==> src/rtl/prbs_stream_check.sv <==
// Receive-side PRBS checker: self-synchronising feed-forward LFSR descrambler,
// per-word error flags, HUNT/LOCKED lock FSM and saturating bit/word error counters.
module prbs_stream_check #(
  parameter int                    LFSR_WIDTH   = 31,
  parameter logic [LFSR_WIDTH-1:0] LFSR_POLY    = 31'h10a00001,
  parameter string                 LFSR_CONFIG  = "FIBONACCI",
  parameter int                    REVERSE      = 0,
  parameter int                    INVERT       = 1,
  parameter int                    DATA_WIDTH   = 8,
  parameter string                 STYLE        = "AUTO",
  parameter int                    LOCK_COUNT   = 16,
  parameter int                    UNLOCK_COUNT = 4,
  parameter int                    CNT_WIDTH    = 32
) (
  input  logic                  clk,
  input  logic                  rst,
  input  logic [DATA_WIDTH-1:0] data_in,
  input  logic                  data_valid,
  input  logic                  cnt_clear,
  output logic [DATA_WIDTH-1:0] err_bits,
  output logic                  err_valid,
  output logic                  locked,
  output logic [CNT_WIDTH-1:0]  bit_err_cnt,
  output logic [CNT_WIDTH-1:0]  word_err_cnt
);

  localparam int IN_W    = LFSR_WIDTH + DATA_WIDTH;
  localparam int RUN_MAX = (LOCK_COUNT > UNLOCK_COUNT) ? LOCK_COUNT : UNLOCK_COUNT;
  localparam int RUN_W   = $clog2(RUN_MAX + 1);
  localparam int POP_W   = $clog2(DATA_WIDTH + 1);
  localparam bit IS_GALOIS = (LFSR_CONFIG == "GALOIS");
  localparam bit USE_LOOP  = (STYLE == "LOOP");

  localparam logic [0:0] ST_HUNT   = 1'b0;
  localparam logic [0:0] ST_LOCKED = 1'b1;

  // Bit-serial feed-forward descrambler over one word; returns {next_state, error_bits}.
  // The state only ever shifts in received bits, which is what makes it self-synchronise.
  function automatic logic [IN_W-1:0] lfsr_step(input logic [LFSR_WIDTH-1:0] st,
                                                input logic [DATA_WIDTH-1:0] din);
    logic [LFSR_WIDTH-1:0] s;
    logic [DATA_WIDTH-1:0] e;
    logic                  b;
    logic                  fb;
    int                    k;
    s = st;
    e = '0;
    for (int i = 0; i < DATA_WIDTH; i++) begin
      k  = (REVERSE != 0) ? i : DATA_WIDTH - 1 - i;
      b  = din[k];
      fb = s[LFSR_WIDTH-1];
      if (IS_GALOIS) begin
        e[k] = fb ^ b;
        s = {s[LFSR_WIDTH-2:0], b} ^ ({LFSR_WIDTH{b}} & {LFSR_POLY[LFSR_WIDTH-1:1], 1'b0});
      end else begin
        for (int j = 1; j < LFSR_WIDTH; j++) begin
          if (LFSR_POLY[j]) fb = fb ^ s[j-1];
        end
        e[k] = fb ^ b;
        s = {s[LFSR_WIDTH-2:0], b};
      end
    end
    return {s, e};
  endfunction

  // The step is linear over GF(2), so each output bit is the parity of a fixed input mask.
  function automatic logic [IN_W-1:0] row_mask(input int r);
    logic [IN_W-1:0] m;
    logic [IN_W-1:0] unit;
    logic [IN_W-1:0] col;
    m = '0;
    for (int c = 0; c < IN_W; c++) begin
      unit    = '0;
      unit[c] = 1'b1;
      col     = lfsr_step(unit[IN_W-1:DATA_WIDTH], unit[DATA_WIDTH-1:0]);
      m[c]    = col[r];
    end
    return m;
  endfunction

  logic [LFSR_WIDTH-1:0] state_q, state_d;
  logic [DATA_WIDTH-1:0] err_bits_q, err_bits_d;
  logic                  err_valid_q, err_valid_d;
  logic [0:0]            fsm_q, fsm_d;
  logic [RUN_W-1:0]      run_q, run_d;
  logic [CNT_WIDTH-1:0]  bit_cnt_q, bit_cnt_d;
  logic [CNT_WIDTH-1:0]  word_cnt_q, word_cnt_d;

  logic [DATA_WIDTH-1:0] data_inv;
  logic [IN_W-1:0]       lfsr_in;
  logic [IN_W-1:0]       lfsr_out;
  logic [DATA_WIDTH-1:0] err_e;
  logic                  word_err;
  logic [POP_W-1:0]      pop;
  logic [CNT_WIDTH:0]    bit_sum;
  logic [CNT_WIDTH:0]    word_sum;

  assign data_inv = (INVERT != 0) ? ~data_in : data_in;
  assign lfsr_in  = {state_q, data_inv};

  generate
    if (USE_LOOP) begin : g_loop
      assign lfsr_out = lfsr_step(lfsr_in[IN_W-1:DATA_WIDTH], lfsr_in[DATA_WIDTH-1:0]);
    end else begin : g_matrix
      for (genvar gi = 0; gi < IN_W; gi++) begin : g_row
        localparam logic [IN_W-1:0] MASK = row_mask(gi);
        assign lfsr_out[gi] = ^(MASK & lfsr_in);
      end
    end
  endgenerate

  assign err_e    = lfsr_out[DATA_WIDTH-1:0];
  assign word_err = |err_e;
  assign pop      = POP_W'($countones(err_e));
  assign bit_sum  = {1'b0, bit_cnt_q} + (CNT_WIDTH+1)'(pop);
  assign word_sum = {1'b0, word_cnt_q} + (CNT_WIDTH+1)'(word_err);

  always_comb begin
    state_d     = state_q;
    err_bits_d  = err_bits_q;
    err_valid_d = data_valid;
    if (data_valid) begin
      state_d    = lfsr_out[IN_W-1:DATA_WIDTH];
      err_bits_d = err_e;
    end
  end

  // One run counter serves as good_run in HUNT and bad_run in LOCKED.
  always_comb begin
    fsm_d = fsm_q;
    run_d = run_q;
    if (data_valid) begin
      if (fsm_q == ST_HUNT) begin
        if (word_err) begin
          run_d = '0;
        end else if (run_q == RUN_W'(LOCK_COUNT - 1)) begin
          fsm_d = ST_LOCKED;
          run_d = '0;
        end else begin
          run_d = run_q + RUN_W'(1);
        end
      end else begin
        if (!word_err) begin
          run_d = '0;
        end else if (run_q == RUN_W'(UNLOCK_COUNT - 1)) begin
          fsm_d = ST_HUNT;
          run_d = '0;
        end else begin
          run_d = run_q + RUN_W'(1);
        end
      end
    end
  end

  always_comb begin
    bit_cnt_d  = bit_cnt_q;
    word_cnt_d = word_cnt_q;
    if (cnt_clear) begin
      bit_cnt_d  = '0;
      word_cnt_d = '0;
    end else if (data_valid && fsm_q == ST_LOCKED) begin
      bit_cnt_d  = bit_sum[CNT_WIDTH]  ? '1 : bit_sum[CNT_WIDTH-1:0];
      word_cnt_d = word_sum[CNT_WIDTH] ? '1 : word_sum[CNT_WIDTH-1:0];
    end
  end

  always_ff @(posedge clk) begin
    if (rst) begin
      state_q     <= '0;
      err_bits_q  <= '0;
      err_valid_q <= 1'b0;
      fsm_q       <= ST_HUNT;
      run_q       <= '0;
      bit_cnt_q   <= '0;
      word_cnt_q  <= '0;
    end else begin
      state_q     <= state_d;
      err_bits_q  <= err_bits_d;
      err_valid_q <= err_valid_d;
      fsm_q       <= fsm_d;
      run_q       <= run_d;
      bit_cnt_q   <= bit_cnt_d;
      word_cnt_q  <= word_cnt_d;
    end
  end

  assign err_bits     = err_bits_q;
  assign err_valid    = err_valid_q;
  assign locked       = (fsm_q == ST_LOCKED);
  assign bit_err_cnt  = bit_cnt_q;
  assign word_err_cnt = word_cnt_q;

endmodule

==> config.mk <==
export PLATFORM = sky130hd
export DESIGN_NAME = prbs_stream_check
export DESIGN_NICKNAME = d
export VERILOG_FILES = /design/src/rtl/prbs_stream_check.sv
export SDC_FILE = /design/constraint.sdc
export NUM_CORES = 1
export LEC_CHECK = 0
export ABC_AREA = 1
export CAP_MARGIN = 10
export CORE_UTILIZATION = 54
export CTS_CLUSTER_SIZE = 25
export DETAILED_ROUTE_END_ITERATION = 12
export GPL_TIMING_DRIVEN = 0
export HOLD_SLACK_MARGIN = 0.02
export PLACE_DENSITY = 0.84
export SLEW_MARGIN = 40
export SYNTH_ARGS = -nofsm -noshare
export SYNTH_HDL_FRONTEND = slang
export SYNTH_SLANG_ARGS = --single-unit
==> constraint.sdc <==
create_clock -name clk -period 8.56 [get_ports clk]
set_clock_uncertainty 0.15 [all_clocks]
set_input_delay 1.712 -clock clk [delete_from_list [all_inputs] [get_ports clk]]
set_output_delay 1.712 -clock clk [all_outputs]
set_load 0.01 [all_outputs]
Word-level counts from Yosys, hierarchy flattened. Index checks and enable logic that the tools add are counted.

Add/sub/neg operators: 10. Multiply operators: 0. Divide/modulo/power cells: 0. $lt $le $gt $ge: 0. Equal/unequal tests: 2. Shifts and indexed selects: 0. Multiplexer cells: 12. Bitwise logic cells: 1. Reduce and logical (&&, ||, !) cells: 42.

Operators with widths (count): parity 39 bit (39); 2-to-1 mux 32 bit (2); adder 32 x 1 -> 33 bit (1); adder 32 x 4 -> 33 bit (1); 2-to-1 mux 5 bit (5); adder 1 x 1 -> 2 bit (4); NOT 8 bit (1); OR reduction 8 bit (1); adder 2 x 2 -> 3 bit (2); adder 5 x 1 -> 5 bit (second input constant) (1); == test 5 x 2 -> 1 bit (second input constant) (1); == test 5 x 4 -> 1 bit (second input constant) (1); 2-to-1 mux 1 bit (5); adder 3 x 3 -> 4 bit (1); OR reduction 2 bit (1); logical AND 1 bit (1).

Register bits after elaboration: 110. Bits in latches: 0. RAM bits: 0. Bits in read-only memories: 0. Input port bits: 12. Output and inout bits: 74. Word-level logic and storage cells: 74. Memories kept: 0.

Logic depth before layout (Yosys ltp). Gate-level depths: netlist of run 1.

Depth after elaboration: 7. Gate-level depth with buffers: 26. Mapped depth without buffers: 25.

Worst setup path before layout of run 1. No wires, ideal clock.

Path type: input port to flip-flop. Start: input port data_in[2]. End: register bit_cnt_q[10], in the netlist bit_err_cnt[10]. Library setup time: 0.070 ns. Arrival: 5.485 ns. Slack: 2.854 ns. Stages on the path: 23. Path buffers: 1. Path through: nand3b_1 nand2_1 nand2_1 nand2_1 inv_1 fa_1 fa_1 inv_1 fa_1 fa_1 inv_1 fa_1 nand3_1 nand3_2 nand2_2 nor2_4 nand3_2 nor2_4 nand4_4 nor2_4 inv_2 buf_6 a21oi_1.

Cells in the longest elaborated chain, start to end: 7.

RTL lines: start: declaration (RTL line 17) `input logic [DATA_WIDTH-1:0] data_in,`; NOT 8 bit (RTL line 98) `assign data_inv = (INVERT != 0) ? ~data_in : data_in;`; parity 39 bit (RTL line 107) `assign lfsr_out[gi] = ^(MASK & lfsr_in);`; named net err_e[2] (RTL line 92) `logic [DATA_WIDTH-1:0] err_e;`; adder 1 x 1 -> 2 bit (implied by the code) (RTL line 114) `assign pop = POP_W'($countones(err_e));`; adder 2 x 2 -> 3 bit (implied by the code) (RTL line 114); adder 3 x 3 -> 4 bit (implied by the code) (RTL line 114); adder 32 x 4 -> 33 bit (RTL line 115) `assign bit_sum = {1'b0, bit_cnt_q} + (CNT_WIDTH+1)'(pop);`; 2-to-1 mux 32 bit (RTL line 162) `bit_cnt_d = bit_sum[CNT_WIDTH] ? '1 : bit_sum[CNT_WIDTH-1:0];`; end signal: assignment (RTL line 182) `bit_cnt_q <= bit_cnt_d;`; end: declaration (RTL line 86) `logic [CNT_WIDTH-1:0] bit_cnt_q, bit_cnt_d;`.

The timed path passes the listed nets, and every way through them passes these cells. A chain may end at the register's enable or synchronous reset.

Worst setup path after layout of run 1.
Start: input port data_in[2]. End: register bit_cnt_q[7], in the netlist bit_err_cnt[7].

Same word-level chain as after synthesis.

==> flow_summary.toml, run 1 <==
[timing]
timing.final.crit_share = 0.744
layout_setup_ws_ps = 2190
slew_viol_final = 0
max-slew-margin-rel = 0.621
setup_tns_ps = 0
period_needed_ps = 6370
hold_viol_final = 0
rsz0062_at_grt = "false"
worst_hold_slack_ps = 334
tightest_slew_ps = 569
setup_viol = 0
timing.fmax_mhz = 157

[yosys]
synthCells = 909
synth_warnings = 0
synth.top_cell.area_share = 0.354
syn_nets = 937
yosysSeqAreaShare = 0.354
syn_area_per_cell_um2 = 6.85
yosys.area.top_type = "dfxtp_1"
yosys-top-cells-area = "dfxtp_1 (35%), nand2_1 (13%), inv_1 (6.5%)"
synth-seq-cells = 110
synth.distinct_cells = 37
netlist_area_um2 = 6230

[critical_path]
rr_endpoint = "bit_err_cnt[7]"
timing_worst_setup_path_type = "in -> reg"
crit_path_start_kind = "primary input"
crit_path_start = "data_in[2]"
cp-endpoint = "bit_err_cnt[7]"
regToRegStartpoint = "state_q[17]"
worstSetupEndpointType = "register"
crit_required_ps = 8690
arrival_ps = 6500
reg2reg_depth = 25
rrSetupSlack_ps = 3560
cp_max_fo = 10

[power]
power_leakage_nw = 2.90
power_density_nw_per_um2 = 151
ir_worst_vdd_mv = 0.0925

[die]
start_util = 0.565
row_count = 38
core_um2 = 11000
die_y_um = 109
dieArea_um2 = 12000
die_x_um = 109
ios = 86

[layout]
layout-drive-gt1-share = 0.0486
final_common_cell = "nand2_1"
area_growth_pct = 21.5
n_antenna_cell = 0
nFillCells = 929
fin_nets = 1032
final_cell_mix = "nand2_1 (220), dfxtp_1 (110), inv_1 (108), clkdlybuf4s50_1 (84), nor2_1 (81)"

[clock_tree]
numCtsBuffers = 9
worstSkewPairLatency_ps = 360
cts_max_level = 3
cts.sinks = 110
cts_tree = "done"
clk_pin_slew_worst_paths_ps = 80
cts_resized = 0
hold_buffers = 0
post_cts_buffers = 0
cts_root_buffer = "clkbuf_16"
cts_buffer_depth = 2

[job]
drv_cap = 0

[placed_design]
io_buffers = 84
place_ws_ps = 1880
hpwl_um = 12600
place.gp.congestion = 0.931

[route]
vias = 6371
routedWlPerCell_um = 14.7
drc = 0
met2_length_um = 7840
dr.pass1.iters = 5
drtIter0Drc = 528
met1_length_um = 7330
wl_met3_um = 1370
wirelength_um = 16900
vias_per_cell = 5.54
topRoutingLayerUsed = "met4"
ant_nets = 0

[global_route]
grt_max_degree = 22
antenna_found_initial = 0
grt_pass1_vias = 6029
grt-ovfl-total = 0
grtUsageTotal = 0.299
grt_pass1_wl_um = 28000

[hold_path]
hold_path_class = "reg -> reg"
hp-start = "err_bits[7]"

[status]
status = "completed"
## synthesized netlist by cell type
| library cell | number |
|---|---|
| nor2_1 | 81 |
| or2_2 | 4 |
| buf_6 | 3 |
| nand2_2 | 2 |
| or2_0 | 3 |
| nor3_1 | 28 |
| o21ai_0 | 60 |
| o21ai_2 | 1 |
| nand2_1 | 220 |
| nor3_4 | 1 |
| nor3b_1 | 1 |
| nor2_2 | 3 |
| nor3_2 | 1 |
| nand4_4 | 1 |
| ha_1 | 11 |
| dfxtp_1 | 110 |
| xnor2_1 | 19 |
| xor2_1 | 30 |
| nor2_4 | 4 |
| inv_2 | 3 |
| buf_2 | 3 |
| clkinv_1 | 1 |
| a31oi_1 | 5 |
| clkbuf_1 | 21 |
| buf_1 | 3 |
| o221ai_1 | 3 |
| a21oi_1 | 78 |
| inv_1 | 108 |
| nand4_1 | 21 |
| nand3_4 | 1 |
| nand3b_1 | 9 |
| nand3_1 | 48 |
| fa_1 | 5 |
| o211ai_1 | 10 |
| nand3_2 | 5 |
| a21oi_2 | 1 |
| nor4_1 | 1 |
## state kept, by name, indices dropped and copies added (netlist names)
name / flops
bit_err_cnt: 32
word_err_cnt: 32
state_q: 31
err_bits: 8
run_q: 5
err_valid: 1
locked: 1
## worst min-delay path by stage
stage                              to  slack (ps)  cells after the start
final                     err_bits[7]         330                      2
after global routing      state_q[16]         360                      2
after CTS                 state_q[16]         340                      2
after detailed placement  err_bits[7]         320                      2
after global placement    state_q[14]         310                      2
after floorplan           state_q[16]         300                      2
## kinds of logic (layout without fill, tap and decap cells)
logic type	after synthesis	after routing	synth area share
flip-flops	110	110	0.354
XOR/XNOR	49	49	0.0689
AND/OR/NAND/NOR	434	434	0.314
buffers and inverters	142	242	0.0898
adder cells (fa/ha/maj)	16	16	0.0382
AO/OA/AOI/OAI	158	158	0.135
## layout make-up
cell class                      instances  area (um^2)  area share
Clock inverter                          7         98.8      0.0131
Clock buffer                            9          225      0.0298
Inverter                              112          420      0.0556
Buffer                                 30          139      0.0184
Timing Repair Buffer                   84          841       0.111
Multi-Input combinational cell        657         3470       0.458
Tap cell                              140          175      0.0231
Sequential cell                       110         2200       0.291
## worst max-delay path: stages
cell	delay, ps
clkdlybuf4s50_1	450
nand3b_1	190
nand2_1	80
nand2_1	40
nand2_1	140
inv_1	100
fa_1	500
fa_1	510
inv_1	50
fa_1	480
fa_1	500
inv_1	120
fa_1	210
nand3_1	130
nand3_2	130
nand2_2	100
nor2_4	130
nand3_2	120
nor2_4	150
nand4_4	110
nor2_4	160
inv_2	80
buf_6	140
a21oi_1	130
## where the power goes
part / internal (mW) / switching (mW)
combinational: 0.0622 / 0.0994
sequential: 0.525 / 0.00990
clock: 0.236 / 0.209
## metrics by stage
step / total power [mW] / instances / utilization / area, um^2
6_report: 1.14 / 1149 / 0.686 / 7570
5_1_grt: 1.19 / 1149 / 0.686 / 7570
4_1_cts: 1.14 / 1149 / 0.686 / 7570
3_5_place_dp: 0.703 / 1133 / 0.657 / 7240
3_3_place_gp: 0.696 / 1133 / 0.657 / 7240
2_1_floorplan: 0.656 / 909 / - / 6230
## per-layer routing
layer | up-vias | GRT usage
met2 | 263 | 0.501
met4 | 0 | 0.112
met5 | - | 0
li1 | 3151 | -
met3 | 38 | 0.0682
met1 | 2919 | 0.375
Note: power is estimated with default switching activity, not from simulation.
==> run 2, diff against run 1 <==
--- a/config.mk
+++ b/config.mk
@@ -7,12 +7,12 @@
 export LEC_CHECK = 0
 export ABC_AREA = 1
 export CAP_MARGIN = 10
-export CORE_UTILIZATION = 54
+export CORE_UTILIZATION = 50
 export CTS_CLUSTER_SIZE = 25
 export DETAILED_ROUTE_END_ITERATION = 12
 export GPL_TIMING_DRIVEN = 0
 export HOLD_SLACK_MARGIN = 0.02
-export PLACE_DENSITY = 0.84
+export PLACE_DENSITY = 0.82
 export SLEW_MARGIN = 40
 export SYNTH_ARGS = -nofsm -noshare
 export SYNTH_HDL_FRONTEND = slang
==> constraint.sdc (replaced) <==
create_clock -name clk -period 5.2 [get_ports clk]
set_clock_uncertainty 0.15 [all_clocks]
set_input_delay 1.04 -clock clk [delete_from_list [all_inputs] [get_ports clk]]
set_output_delay 1.04 -clock clk [all_outputs]
set_load 0.01 [all_outputs]
==> run 2 against run 1 <==
Effect of this change:
- hold slack hardly changed
- critical path depth is 1 lower
- non-clock buffer count is 9 higher
- sequential power is 65% higher
- critical path type unchanged
- sequential cell count stayed put
==> flow_summary.toml, run 2 (synthesis results as in run 1) <==
[status]
status = "completed"

[critical_path]
cp_max_fo = 5
crit_required_ps = 5340
critPathMaxStageDelay_ps = 530
arrival_ps = 5210
cp_slowest_cell = "fa_1"
worstSetupEndpointType = "register"
timing_worst_setup_path_type = "in -> reg"
crit_path_start = "data_in[0]"
cp_cell_sequence = "clkbuf_2, xor2_1, nand3_1, nand2_2, inv_1, fa_1, fa_1, inv_1, fa_1, fa_2, inv_2, fa_2, nand3_2, nand3_4, nand2_4, nor2_4, nand3_4, nor2_4, nand4_4, nor2_4, inv_4, buf_12, a21oi_4"
regToRegStartpoint = "state_q[15]"
crit_path_start_kind = "primary input"

[clock_tree]
cts_buffer_depth = 2
cts.sinks = 110
cts_tree = "done"
clk_pin_slew_worst_paths_ps = 70
worstSkewPairLatency_ps = 360
cts_root_buffer = "clkbuf_16"
cts_max_level = 3
numCtsBuffers = 9
hold_buffers = 0

[layout]
fin_util = 0.646
nFillCells = 1039
final_common_cell = "nand2_1"
final_cell_mix = "nand2_1 (217), dfxtp_1 (110), inv_1 (107), clkdlybuf4s50_1 (82), nor2_1 (80)"
n_antenna_cell = 0
final_cells = 1186
regArea_um2 = 2200
layout-drive-gt1-share = 0.0756
fin_nets = 1041
multiInputGateArea_um2 = 3570
area_growth_pct = 25.2

[power]
ir_worst_vdd_mv = 0.142
power_density_nw_per_um2 = 250
finalPower_mw = 1.95
power_leakage_nw = 2.98

[timing]
timing.final.crit_share = 0.975
period_needed_ps = 5070
tightest_slew_ps = 680
layout_setup_ws_ps = 131
max-slew-margin-rel = 0.547
hold_viol_final = 0
worst_hold_slack_ps = 335
slew_viol_final = 0
setup_viol = 0
timing.fmax_mhz = 197

[global_route]
antenna_found_initial = 0
grtUsageTotal = 0.271
gr-usage-met1 = 0.346
grt_util_met2 = 0.455
grt_max_degree = 19
grt_pass1_vias = 5768
grt-ovfl-total = 0
gr-usage-met3 = 0.0414
gr-max-usage-layer = "met2"
grt_pass1_wl_um = 27700

[route]
dr.pass1.iters = 5
drc = 0
vias_per_cell = 5.37
drtIter0Drc = 520
vias = 6365
wirelength_um = 17200
ant_nets = 0
routedWlPerCell_um = 14.5

[die]
die_x_um = 114
start_util = 0.516
dieArea_um2 = 12900
die_y_um = 114
ios = 86
row_count = 40
core_um2 = 12100

[placed_design]
place.gp.congestion = 0.949
place_ws_ps = -755
place_inst = 1161
io_buffers = 84
hpwl_um = 12700

[job]
drv_cap = 0

[hold_path]
hp-start = "err_bits[3]"
hold_path_class = "reg -> reg"
-- run 2: final cells by class --
cell class | count | area share
multi-input combinational | 657 | 0.457
sequential | 110 | 0.283
timing repair buffer | 93 | 0.117
inverter | 112 | 0.0543
clock buffer | 10 | 0.0307
tap | 168 | 0.0270
buffer | 30 | 0.0189
clock inverter | 6 | 0.0117
-- run 2: metrics by stage --
stage,cell area (um^2),TNS (ps)
floorplan,6230,0
global placement,7280,-16530
detailed placement,7280,-17950
CTS,7650,0
global route,7790,-295
finish,7790,0
-- run 2: path summary, 6_finish.rpt --
| check | to | slack, ps | cells past startpoint |
|---|---|---|---|
| worst min register to register | err_bits[3] | 330 | 2 |
| worst max-delay path | bit_err_cnt[26] | 130 | 23 |
| worst min-delay path | err_bits[3] | 330 | 2 |
| worst max register to register | bit_err_cnt[26] | 430 | 25 |
-- run 2: report_power, final --
part | internal [mW] | switching [mW]
combinational | 0.128 | 0.172
clock | 0.439 | 0.327
sequential | 0.864 | 0.0166
total | 1.43 | 0.516
-- run 2: worst max-delay path: cells and delay by family --
| kind | cells | cell delay, ps |
|---|---|---|
| AO/OA/AOI/OAI | 1 | 130 |
| XOR/XNOR | 1 | 200 |
| adder cells (fa/ha/maj) | 5 | 2120 |
| buffers and inverters | 6 | 520 |
| AND/OR/NAND/NOR | 10 | 1190 |
-- run 2: timing repair --
action                                  4_1_cts  5_1_grt
cloned                                        0        1
setup buffers                                 3        5
endpoints found under the setup margin       28       28
pin swaps                                     4       12
resized for setup                             8       24
-- run 2: routing by layer --
layer | vias to the layer above | part of all wire
met2 | 235 | 0.47
li1 | 3166 | -
met3 | 39 | 0.064
met5 | - | 0
met1 | 2925 | 0.44
met4 | 0 | 0.024
